## config.mk

```make
export PLATFORM = sky130hd
export DESIGN_NAME = keypad_scan_flat
export DESIGN_NICKNAME = d
export VERILOG_FILES = /design/src/rtl/keypad_scan_if.sv /design/src/rtl/keypad_scan.sv /design/src/flat_wrapper.sv
export SDC_FILE = /design/constraint.sdc
export NUM_CORES = 1
export LEC_CHECK = 0
export CORE_MARGIN = 2
export CORE_UTILIZATION = 50
export CTS_CLUSTER_DIAMETER = 100
export DETAILED_ROUTE_END_ITERATION = 12
export GPL_TIMING_DRIVEN = 0
export PLACE_DENSITY = 0.69
export SKIP_CTS_REPAIR_TIMING = 1
export SYNTH_ARGS = -nofsm -noshare
export SYNTH_HDL_FRONTEND = slang
export SYNTH_SLANG_ARGS = --single-unit
```

## constraint.sdc

```tcl
create_clock -name clk -period 9 [get_ports clk]
set_clock_uncertainty 0.15 [all_clocks]
set_input_delay 1.8 -clock clk [delete_from_list [all_inputs] [get_ports clk]]
set_output_delay 1.8 -clock clk [all_outputs]
set_load 0.01 [all_outputs]
```

## src/rtl/keypad_scan_if.sv

```systemverilog
// keypad_scan_if: key handshake between the keypad scanner and the code-input stage.
// keyValue is settled before keySured rises; keySured is a level held while a key is accepted.
interface keypad_scan_if;
  logic [3:0] keyValue;
  logic       keySured;

  modport master (output keyValue, output keySured);
  modport slave  (input  keyValue, input  keySured);
endinterface

```

## src/rtl/keypad_scan.sv

```systemverilog
// keypad_scan: 4x4 active-low matrix keypad scanner with press/release debounce and key encode.
// Define KEYPAD_REPEAT_EN to enable auto-repeat of keySured while a key is held.
module keypad_scan #(
  parameter int unsigned SCAN_DIV     = 1000,
  parameter int unsigned DEBOUNCE_CYC = 20000,
  parameter int unsigned REPEAT_CYC   = 25000000
) (
  input  logic          clk,
  input  logic          n_rst,
  input  logic [3:0]    row,
  output logic [3:0]    col,
  keypad_scan_if.master key
);

  typedef enum logic [2:0] {
    StScan, StDebounce, StLatch, StPressed, StRelease, StGap
  } state_e;

  localparam logic [23:0] SCAN_LAST = 24'(SCAN_DIV - 1);
  localparam logic [23:0] DEB_LAST  = 24'(DEBOUNCE_CYC - 1);
  // The PRESSED cycle that first sees all-high counts as the first release cycle.
  localparam logic [23:0] REL_LAST  = (DEBOUNCE_CYC > 1) ? 24'(DEBOUNCE_CYC - 2) : 24'd0;

  state_e      state_q;
  logic [23:0] cnt_q;
  logic [1:0]  col_idx_q;
  logic [3:0]  row_s1_q, rs_q, row_held_q;
  logic [3:0]  key_value_q;
  logic        key_sured_q;
  logic        hit, all_high;

  function automatic logic [3:0] encode(input logic [3:0] rows, input logic [1:0] c);
    logic [1:0] r;
    case (rows)
      4'b1110: r = 2'd0;
      4'b1101: r = 2'd1;
      4'b1011: r = 2'd2;
      default: r = 2'd3;
    endcase
    case ({r, c})
      4'h0: encode = 4'h1;  4'h1: encode = 4'h2;  4'h2: encode = 4'h3;  4'h3: encode = 4'hA;
      4'h4: encode = 4'h4;  4'h5: encode = 4'h5;  4'h6: encode = 4'h6;  4'h7: encode = 4'hB;
      4'h8: encode = 4'h7;  4'h9: encode = 4'h8;  4'hA: encode = 4'h9;  4'hB: encode = 4'hC;
      4'hC: encode = 4'hE;  4'hD: encode = 4'h0;  4'hE: encode = 4'hF;  default: encode = 4'hD;
    endcase
  endfunction

  assign hit      = $onehot(~rs_q);
  assign all_high = &rs_q;

  always_ff @(posedge clk or negedge n_rst) begin
    if (!n_rst) begin
      row_s1_q    <= 4'hF;
      rs_q        <= 4'hF;
      row_held_q  <= 4'hF;
      state_q     <= StScan;
      cnt_q       <= '0;
      col_idx_q   <= '0;
      key_value_q <= '0;
      key_sured_q <= 1'b0;
    end else begin
      row_s1_q <= row;
      rs_q     <= row_s1_q;
      case (state_q)
        StScan: begin
          if (hit) begin
            row_held_q <= rs_q;
            state_q    <= StDebounce;
            cnt_q      <= '0;
          end else if (cnt_q == SCAN_LAST) begin
            cnt_q     <= '0;
            col_idx_q <= col_idx_q + 2'd1;
          end else begin
            cnt_q <= cnt_q + 24'd1;
          end
        end
        StDebounce: begin
          if (rs_q != row_held_q) begin
            state_q <= StScan;
            cnt_q   <= '0;
          end else if (cnt_q == DEB_LAST) begin
            key_value_q <= encode(row_held_q, col_idx_q);
            state_q     <= StLatch;
            cnt_q       <= '0;
          end else begin
            cnt_q <= cnt_q + 24'd1;
          end
        end
        StLatch: begin
          key_sured_q <= 1'b1;
          state_q     <= StPressed;
          cnt_q       <= '0;
        end
        StPressed: begin
          // Any pattern other than all-high (second key, other row) keeps the key held.
          if (all_high) begin
            state_q <= StRelease;
            cnt_q   <= '0;
          end
`ifdef KEYPAD_REPEAT_EN
          else if (cnt_q == 24'(REPEAT_CYC - 1)) begin
            key_sured_q <= 1'b0;
            state_q     <= StGap;
            cnt_q       <= '0;
          end else begin
            cnt_q <= cnt_q + 24'd1;
          end
`endif
        end
        StRelease: begin
          if (!all_high) begin
            state_q <= StPressed;
            cnt_q   <= '0;
          end else if (cnt_q == REL_LAST) begin
            key_sured_q <= 1'b0;
            state_q     <= StScan;
            cnt_q       <= '0;
            col_idx_q   <= col_idx_q + 2'd1;
          end else begin
            cnt_q <= cnt_q + 24'd1;
          end
        end
`ifdef KEYPAD_REPEAT_EN
        StGap: begin
          if (all_high) begin
            state_q <= StRelease;
            cnt_q   <= '0;
          end else if (cnt_q == 24'd3) begin
            key_sured_q <= 1'b1;
            state_q     <= StPressed;
            cnt_q       <= '0;
          end else begin
            cnt_q <= cnt_q + 24'd1;
          end
        end
`endif
        default: begin
          state_q <= StScan;
          cnt_q   <= '0;
        end
      endcase
    end
  end

`ifndef KEYPAD_REPEAT_EN
  logic unused_repeat_cyc;
  assign unused_repeat_cyc = ^REPEAT_CYC;
`endif

  assign col          = ~(4'b0001 << col_idx_q);
  assign key.keyValue = key_value_q;
  assign key.keySured = key_sured_q;

endmodule

```

## src/flat_wrapper.sv

```systemverilog
// flat-port wrapper written by rule: the top's interface ports become plain ports
module keypad_scan_flat 
#(
  parameter int unsigned SCAN_DIV     = 1000,
  parameter int unsigned DEBOUNCE_CYC = 20000,
  parameter int unsigned REPEAT_CYC   = 25000000
)
  (clk, n_rst, row, col, key_keyValue, key_keySured);
  keypad_scan_if key_i ();
  input  logic clk;
  input  logic n_rst;
  input  logic [3:0] row;
  output logic [3:0] col;
  output wire logic [$bits(key_i.keyValue)-1:0] key_keyValue;
  output wire logic [$bits(key_i.keySured)-1:0] key_keySured;
  assign key_keyValue = key_i.keyValue;
  assign key_keySured = key_i.keySured;
  keypad_scan #(.SCAN_DIV(SCAN_DIV), .DEBOUNCE_CYC(DEBOUNCE_CYC), .REPEAT_CYC(REPEAT_CYC)) u_core (.clk(clk), .n_rst(n_rst), .row(row), .col(col), .key(key_i));
endmodule
```

==> results.py, run 1 <==
metrics = {
    "power_and_ir_drop": {
        "leakage_nw": 1.19,
        "p_comb_share_pct": 30.6,
        "p_seq_share_pct": 46.6,
        "power.switching_mw": 0.189,
        "p_int_mw": 0.350,
        "ir_drop_uv": 114,
        "pwr-share-clk_pct": 22.7,
        "swShare_pct": 35.1,
        "power_density_nw_per_um2": 178,
    },
    "clock_tree": {
        "insertion_delay_ns": 0.30,
        "cts_root_buffer": "clkbuf_8",
        "cts.sinks": 46,
        "cts_buffers": 5,
        "htree_levels": 2,
        "clkTransAtPathRegs_ns": 0.08,
        "cts_buffer_depth": 2,
        "cts_tree": "done",
    },
    "critical_path": {
        "slowest_delay_ns": 0.53,
        "cp-start-kind": "flip-flop",
        "cpMostUsedCell": "inv_1",
        "path_cells": "inv_1, ha_1, inv_1, clkdlybuf4s50_1",
        "worstPathMaxFanout": 7,
        "cp.required_ns": 7.05,
        "arrival_ns": 1.72,
        "cp-end-kind": "output pin",
        "crit_slowest_cell": "clkdlybuf4s50_1",
        "criticalPathCategory": "flip-flop to output pin",
    },
    "timing": {
        "fmax_mhz": 272,
        "hold_viol": 0,
        "worst_pin_slew_ns": 0.935,
        "fin_crit_sh_pct": 40.8,
        "finalSetupViolCount": 0,
        "slew_headroom_pct": 37.6,
        "fin_crit_ns": 3.67,
        "drv_slew": 0,
        "fin_tns_setup_ns": 0,
        "rsz0062_at_grt": "no",
    },
    "placement": {
        "dp_hpwl_um": 3590,
        "place_area_um2": 2940,
        "place_congestion": 0.821,
        "numPortBuffers": 14,
    },
    "synth": {
        "synth_edf_count": 0,
        "ys.flop_type": "dfrtp_1",
        "synthTopCellsByCount": "dfrtp_1, inv_1, xnor2_1, a21oi_2, nand2_1",
        "ys_seq_area_share_pct": 43.3,
        "ys_seq_elements": 46,
        "ys_warn_count": 0,
        "syn_inst": 257,
        "synth_simple_gate_area_share_pct": 17.4,
        "synthArstFlopShare_pct": 100,
        "syn_nets": 277,
        "yosys.cell_count.top_type": "dfrtp_1",
        "netlist-cell-type-count": 54,
        "synth_area_leaders": "dfrtp_1, dfstp_2, xnor2_1",
        "synth_compound_area_share_pct": 13.7,
        "syn_avg_cell_area_um2": 10.5,
        "synth_top_area_share_pct": 31.6,
        "synth.area.mux_share_pct": 5.48,
        "netlist_area_um2": 2690,
        "synth_adder_area_share_pct": 6.78,
        "synth-xor-area-share_pct": 8.13,
        "synth_top_family_by_area": "simple AND/OR/NAND/NOR gates",
        "synth_largest_area_cell": "dfrtp_1",
    },
    "floorplan": {
        "rows": 26,
        "die_w_um": 77.4,
        "core-area_um2": 5140,
        "start_util_pct": 52.4,
        "ios": 15,
        "die_area_um2": 5990,
        "die_h_um": 77.4,
    },
    "global_routing": {
        "grt_use_total_pct": 17.7,
        "grt_overflow": 0,
        "grt_max_degree": 32,
        "grt_pass1_vias": 1778,
        "antenna_found_initial": 0,
        "grt_pass1_wl_um": 8480,
    },
    "drt": {
        "wl_um": 4850,
        "via_count": 1869,
        "first_iter_violations": 101,
        "routedWlPerCell_um": 13.9,
        "post-route-drc-count": 0,
        "first_pass_iters": 4,
        "via_per_inst": 5.34,
        "final_antenna_net_count": 0,
    },
    "run": {
        "max-cap-violations": 0,
    },
    "finish": {
        "nNetsFinal": 299,
        "drive_gt1_share_pct": 22.1,
        "syn_to_final_growth_pct": 12.2,
        "design_area_um2": 3020,
        "fill_cells": 473,
        "diodes": 0,
    },
    "worst_hold_path": {
        "hold_path_class": "flip-flop to flip-flop",
    },
    "outcome": {
        "status": "completed",
    },
}
[cell families (layout without fill, tap and decap cells)]
| logic type | after synthesis | in the layout |
|---|---|---|
| xor+xnor | 25 | 25 |
| compound gates | 49 | 49 |
| flops | 46 | 46 |
| buf+inv | 31 | 54 |
| mux | 12 | 12 |
| fa+ha+maj | 14 | 14 |
| simple gates | 80 | 80 |
[final timing paths]
kind / cells after the start / start / slack, ns / to
setup reg to reg: 10 / u_core.rs_q[0] / 5.93 / u_core.cnt_q[22]
setup / recovery: 4 / u_core.col_idx_q[0] / 5.33 / col[0]
hold / removal: 0 / u_core.row_s1_q[3] / 0.21 / u_core.rs_q[3]
min in group asynchronous: 1 / n_rst / 1.27 / u_core.cnt_q[0]
hold reg to reg: 0 / u_core.row_s1_q[3] / 0.21 / u_core.rs_q[3]
max in group asynchronous: 2 / n_rst / 6.89 / u_core.row_held_q[3]
[registers in the layout (all words and copies together), names as in the netlist]
register and cells:
u_core.state_q 3, u_core.key.keySured 1, u_core.row_s1_q 4, u_core.key.keyValue 4
u_core.row_held_q 4, u_core.col_idx_q 2, u_core.cnt_q 24, u_core.rs_q 4
[critical path: cells and delay by family, from the launching register on]
family / cells / cell delay, ns
flip-flops: 1 / 0.48
adder cells (fa/ha/maj): 1 / 0.21
buffers and inverters: 3 / 0.74
[power by group through the flow]
stage	clock [mW]	combinational, mW	sequential, mW
final	0.123	0.165	0.251
after global routing	0.135	0.186	0.255
after CTS	0.127	0.168	0.251
after detailed placement	0	0.167	0.255
after global placement	0	0.164	0.254
after floorplan	0	0.133	0.251
[per-layer routing]
layer	GRT usage, %	wire [um]	part of all wire (%)
met1	24.6	2370	49
met3	3.14	107	2.2
met4	5.71	40	0.83
met2	28.4	2330	48
met5	0	0	0
[area by class of cell]
class	count	area (um^2)	area share (%)
clock buffers	6	72.6	2.40
plain buffers	11	65.1	2.15
multi-input cells	180	1390	45.9
inverters	20	75.1	2.48
repair buffers	15	155	5.13
well taps	70	87.6	2.90
clock inverters	2	13.8	0.455
flip-flops and latches	46	1170	38.6
[per-stage QoR]
step	power, mW	setup WS [ns]	utilization, %	instances	hold slack (ns)
after floorplan	0.384	6.15	-	257	0.195
after global placement	0.418	4.72	56.8	341	0.195
after detailed placement	0.423	5.63	57.1	342	0.197
after CTS	0.546	5.30	58.8	350	0.209
after global routing	0.576	5.20	58.8	350	0.212
final	0.539	5.33	58.8	350	0.208
[cell usage in the layout (no fill, tap or decap), drive strengths merged, types with 8 or more instances in the layout]
cell           instances
inv                   20
xnor2                 20
buf                    8
mux2                   9
nor3                   9
a21oi                 27
nand3                 13
nand2                 18
o21ai                 11
dfrtp                 34
dfstp                 12
ha                    13
clkdlybuf4s50         13
clkbuf                11
nor4                  10
No activity file was read; power rests on OpenSTA's default activity.
==> run 2: changes to the inputs <==
--- a/config.mk
+++ b/config.mk
@@ -10,7 +10,7 @@
 export CTS_CLUSTER_DIAMETER = 100
 export DETAILED_ROUTE_END_ITERATION = 12
 export GPL_TIMING_DRIVEN = 0
-export PLACE_DENSITY = 0.69
+export PLACE_DENSITY = 0.71
 export SKIP_CTS_REPAIR_TIMING = 1
 export SYNTH_ARGS = -nofsm -noshare
 export SYNTH_HDL_FRONTEND = slang
==> constraint.sdc (replaced) <==
create_clock -name clk -period 3 [get_ports clk]
set_clock_uncertainty 0.15 [all_clocks]
set_input_delay 0.6 -clock clk [delete_from_list [all_inputs] [get_ports clk]]
set_output_delay 0.6 -clock clk [all_outputs]
set_load 0.01 [all_outputs]
==> results.py, run 2 (synthesis gave the netlist of run 1 again) <==
metrics = {
    "outcome": {
        "status": "finished with violations",
        "violations": "setup timing",
    },
    "global_routing": {
        "grt_max_degree": 31,
        "grt_overflow": 0,
        "grt_use_total_pct": 18.1,
        "antenna_found_initial": 0,
        "grt_pass1_wl_um": 8810,
        "grt_pass1_vias": 1935,
    },
    "power_and_ir_drop": {
        "power.switching_mw": 0.632,
        "p_int_mw": 1.26,
        "swShare_pct": 33.3,
        "ir_drop_uv": 327,
        "power_density_nw_per_um2": 589,
        "fin_total_pwr_mw": 1.90,
        "leakage_nw": 1.27,
        "pwr-share-clk_pct": 24.5,
        "p_comb_share_pct": 35.6,
        "p_seq_share_pct": 39.9,
    },
    "critical_path": {
        "cp.required_ns": 3.06,
        "criticalPathCategory": "flip-flop to flip-flop",
        "crit_slowest_cell": "or4_4",
        "arrival_ns": 3.11,
        "cpMostUsedCell": "ha_4",
        "worstPathMaxFanout": 5,
        "crit_buf_inv": 3,
        "slowest_delay_ns": 0.57,
        "r2r_start": "u_core.rs_q[3]",
        "worstSetupStartpoint": "u_core.rs_q[3]",
        "path_delay_family": "adder cells",
        "cp-end-kind": "flip-flop",
        "cp-start-kind": "flip-flop",
        "path_cells": "inv_2, ha_4, ha_4, fa_1, nor3b_2, or4_4, a21oi_4, a221oi_4, buf_6, buf_12, mux2i_2",
    },
    "finish": {
        "nNetsFinal": 308,
        "drive_gt1_share_pct": 29.1,
        "diodes": 0,
        "syn_to_final_growth_pct": 19.5,
        "mostFrequentLayoutCells": "dfrtp_1, xnor2_1, a21oi_2",
        "design_area_um2": 3220,
        "largest_register_ffs": 24,
        "layout_commonest_cell": "dfrtp_1",
        "utilization_pct": 62.6,
        "finalNonFillerCells": 359,
        "top_register": "u_core.cnt_q",
    },
    "worst_hold_path": {
        "hold_path_class": "primary input to async pin",
    },
    "clock_tree": {
        "insertion_delay_ns": 0.29,
        "htree_levels": 2,
        "cts_tree": "done",
        "cts_root_buffer": "clkbuf_8",
        "cts_buffer_depth": 2,
        "cts.sinks": 46,
        "clkTransAtPathRegs_ns": 0.09,
        "cts_buffers": 5,
    },
    "drt": {
        "routedWlPerCell_um": 14.3,
        "final_antenna_net_count": 0,
        "post-route-drc-count": 0,
        "via_per_inst": 5.49,
        "via_count": 1970,
        "wl_um": 5150,
        "first_iter_violations": 99,
        "first_pass_iters": 4,
    },
    "timing": {
        "fin_crit_ns": 3.05,
        "rsz0062_at_grt": "yes",
        "worst_hold_slack_ns": 0.0672,
        "hold_viol": 0,
        "fin_crit_sh_pct": 102,
        "fmax_mhz": 328,
        "finalSetupViolCount": 12,
        "fin_tns_setup_ns": -0.286,
        "worst_pin_slew_ns": 0.894,
        "slew_headroom_pct": 40.3,
        "layout_setup_ws_ns": -0.0492,
        "drv_slew": 0,
    },
    "placement": {
        "place_area_um2": 2940,
        "dp_hpwl_um": 3620,
        "dp_slack_ns": -0.0707,
        "place_congestion": 0.842,
        "numPortBuffers": 14,
        "dp.cells": 342,
    },
    "floorplan": {
        "die_h_um": 77.4,
        "rows": 26,
        "die_w_um": 77.4,
        "start_util_pct": 52.4,
        "die_area_um2": 5990,
        "core-area_um2": 5140,
        "ios": 15,
    },
    "run": {
        "max-cap-violations": 0,
    },
}
## run 2: worst reg2reg max path: cells and delay by family, from the launching register on
family                   cells  cell delay [ns]
AND/OR/NAND/NOR              2             0.63
buffers and inverters        3             0.36
multiplexers                 1             0.13
AO/OA/AOI/OAI                2             0.23
flip-flops                   1             0.56
adder cells (fa/ha/maj)      3             0.91
## run 2: layout make-up
type,count,area (um^2)
plain buffers,11,73.8
clock buffers,5,68.8
clock inverters,3,43.8
fillers,427,1920
inverters,20,75.1
multi-input cells,180,1450
flip-flops and latches,46,1170
well taps,70,87.6
repair buffers,24,251
## run 2: final timing paths
path	end	slack, ns	depth (start not counted)
setup / recovery	u_core.cnt_q[0]	-0.05	11
min in group clk	u_core.rs_q[3]	0.21	0
max in group asynchronous	u_core.rs_q[3]	2.08	2
setup reg to reg	u_core.cnt_q[0]	-0.05	11
hold / removal	u_core.cnt_q[9]	0.07	1
hold reg to reg	u_core.rs_q[3]	0.21	0
## run 2: power by group through the flow
stage	clock (mW)	sequential, mW	combinational (mW)
3_3_place_gp	0	0.763	0.486
3_5_place_dp	0	0.767	0.500
6_report	0.464	0.757	0.675
2_1_floorplan	0	0.752	0.399
4_1_cts	0.471	0.756	0.499
5_1_grt	0.500	0.767	0.731
## run 2: routing by layer
metal / track usage, % / share of wire, % / vias up
li1: - / - / 964
met1: 25.1 / 47 / 977
met2: 30.1 / 50 / 27
met3: 2.91 / 3.1 / 2
met4: 4.29 / 0.37 / 0
met5: 0 / 0 / -
==> run 3: changes to the inputs <==
--- a/config.mk
+++ b/config.mk
@@ -5,12 +5,14 @@
 export SDC_FILE = /design/constraint.sdc
 export NUM_CORES = 1
 export LEC_CHECK = 0
+export CELL_PAD_IN_SITES_DETAIL_PLACEMENT = 2
+export CELL_PAD_IN_SITES_GLOBAL_PLACEMENT = 2
 export CORE_MARGIN = 2
-export CORE_UTILIZATION = 50
+export CORE_UTILIZATION = 36
 export CTS_CLUSTER_DIAMETER = 100
 export DETAILED_ROUTE_END_ITERATION = 12
 export GPL_TIMING_DRIVEN = 0
-export PLACE_DENSITY = 0.71
+export PLACE_DENSITY_LB_ADDON = 0.1
 export SKIP_CTS_REPAIR_TIMING = 1
 export SYNTH_ARGS = -nofsm -noshare
 export SYNTH_HDL_FRONTEND = slang
==> results.py, run 3 (synthesis gave the netlist of run 1 again) <==
metrics = {
    "finish": {
        "syn_to_final_growth_pct": 20.4,
        "largest_register_ffs": 24,
        "nNetsFinal": 311,
        "finalNonFillerCells": 391,
        "layout_commonest_cell": "dfrtp_1",
        "fill_cells": 765,
        "drive_gt1_share_pct": 29.5,
        "top_register": "u_core.cnt_q",
        "diodes": 0,
        "mostFrequentLayoutCells": "dfrtp_1, xnor2_1, a21oi_2",
    },
    "drt": {
        "post-route-drc-count": 0,
        "via_per_inst": 5.26,
        "first_pass_iters": 4,
        "routedWlPerCell_um": 18.0,
        "via_count": 2056,
        "final_antenna_net_count": 0,
        "wl_um": 7030,
        "first_iter_violations": 86,
    },
    "clock_tree": {
        "cts_buffers": 5,
        "cts_tree": "done",
        "clkTransAtPathRegs_ns": 0.10,
        "htree_levels": 2,
        "cts_root_buffer": "clkbuf_8",
        "cts_buffer_depth": 2,
        "cts.sinks": 46,
        "insertion_delay_ns": 0.31,
    },
    "floorplan": {
        "rows": 31,
        "ios": 15,
        "start_util_pct": 37.1,
        "die_area_um2": 8190,
        "core-area_um2": 7250,
        "die_h_um": 90.5,
        "die_w_um": 90.5,
    },
    "timing": {
        "slew_headroom_pct": 34.7,
        "fin_crit_ns": 3.05,
        "worst_pin_slew_ns": 0.979,
        "rsz0062_at_grt": "yes",
        "drv_slew": 0,
        "worst_hold_slack_ns": 0.0511,
        "hold_viol": 0,
        "layout_setup_ws_ns": -0.0453,
        "fmax_mhz": 328,
        "fin_crit_sh_pct": 102,
        "finalSetupViolCount": 12,
    },
    "critical_path": {
        "slowest_delay_ns": 0.57,
        "cpMostUsedCell": "ha_4",
        "cp.required_ns": 3.09,
        "cp-start-kind": "flip-flop",
        "arrival_ns": 3.13,
        "crit_slowest_cell": "or4_4",
        "criticalPathCategory": "flip-flop to flip-flop",
        "worstPathMaxFanout": 5,
        "cp-end-kind": "flip-flop",
        "path_cells": "inv_2, ha_4, ha_4, fa_1, nor3b_2, or4_4, a21oi_4, a221oi_4, buf_4, buf_6, a21oi_2",
    },
    "placement": {
        "dp_slack_ns": -0.210,
        "dp_hpwl_um": 4890,
        "numPortBuffers": 14,
        "place_congestion": 0.796,
        "dp.cells": 371,
    },
    "worst_hold_path": {
        "hold_path_class": "primary input to async pin",
    },
    "outcome": {
        "violations": "setup timing",
        "status": "finished with violations",
    },
    "global_routing": {
        "grt_pass1_vias": 2251,
        "grt_overflow": 0,
        "grt_use_total_pct": 17.4,
        "grt_max_degree": 33,
        "grt_pass1_wl_um": 11500,
        "antenna_found_initial": 0,
    },
    "run": {
        "max-cap-violations": 0,
    },
    "power_and_ir_drop": {
        "ir_drop_uv": 177,
        "leakage_nw": 1.26,
        "power_density_nw_per_um2": 577,
    },
}
## run 3: cell types whose count changed in the layout (fill, tap and decap cells not counted)
| cell | change |
|---|---|
| clkinvlp_4 | +2 |
| inv_6 | -1 |
| buf_4 | +5 |
| buf_12 | -1 |
| buf_6 | -2 |
| buf_2 | +1 |
| buf_8 | +1 |
| inv_1 | +1 |
| bufinv_16 | -1 |
| inv_2 | -1 |
| clkinv_2 | -1 |
## run 3: per-stage QoR
| stage | util, % | instance area (um^2) | TNS (ns) | total power [mW] |
|---|---|---|---|---|
| 3_5_place_dp | 41.0 | 2970 | -3.80 | 1.31 |
| 3_3_place_gp | 40.8 | 2960 | -9.24 | 1.28 |
| 2_1_floorplan | - | 2690 | 0 | 1.15 |
| 4_1_cts | 42.5 | 3080 | -4.56 | 1.77 |
| 6_report | 44.7 | 3240 | -0.440 | 1.87 |
| 5_1_grt | 44.7 | 3240 | -2.51 | 1.98 |
## run 3: report_power, final
part,leakage (nW),switching [mW],internal (mW)
combinational,0.618,0.382,0.281
clock,0.0486,0.230,0.215
sequential,0.591,0.0639,0.699
total,1.26,0.677,1.19
## run 3: layout make-up
| cell class | count | area (um^2) | share of cell area (%) |
|---|---|---|---|
| Clock inverter | 2 | 15.0 | 0.463 |
| Clock buffer | 6 | 93.8 | 2.90 |
| Tap cell | 99 | 124 | 3.82 |
| Buffer | 11 | 68.8 | 2.12 |
| Sequential cell | 46 | 1170 | 36.0 |
| Timing Repair Buffer | 27 | 246 | 7.61 |
| Inverter | 20 | 75.1 | 2.32 |
| Multi-Input combinational cell | 180 | 1450 | 44.8 |
## run 3: path summary, 6_finish.rpt
kind	startpoint	end	slack, ns	cells past startpoint
worst max-delay path	u_core.rs_q[1]	u_core.cnt_q[9]	-0.05	11
worst min-delay path	n_rst	u_core.key.keySured	0.05	1
worst max register to register	u_core.rs_q[1]	u_core.cnt_q[9]	-0.05	11
worst min register to register	u_core.row_s1_q[0]	u_core.rs_q[0]	0.21	0
max in group asynchronous	n_rst	u_core.row_s1_q[1]	2.08	2
min in group clk	u_core.row_s1_q[0]	u_core.rs_q[0]	0.21	0
## run 3: critical path, delay by kind of cell (launching register included)
kind,cells,cell delay (ns)
compound gates,3,0.33
buf+inv,3,0.38
fa+ha+maj,3,0.91
simple gates,2,0.63
flops,1,0.56
## run 3: routing by layer
metal  global-route usage (%)  vias to the layer above  wire length (um)
met5                        0                        -                 0
li1                         -                      968                 -
met3                     3.09                        5               102
met2                     31.0                       14              3730
met4                     5.00                        0                80
met1                     21.5                     1069              3120
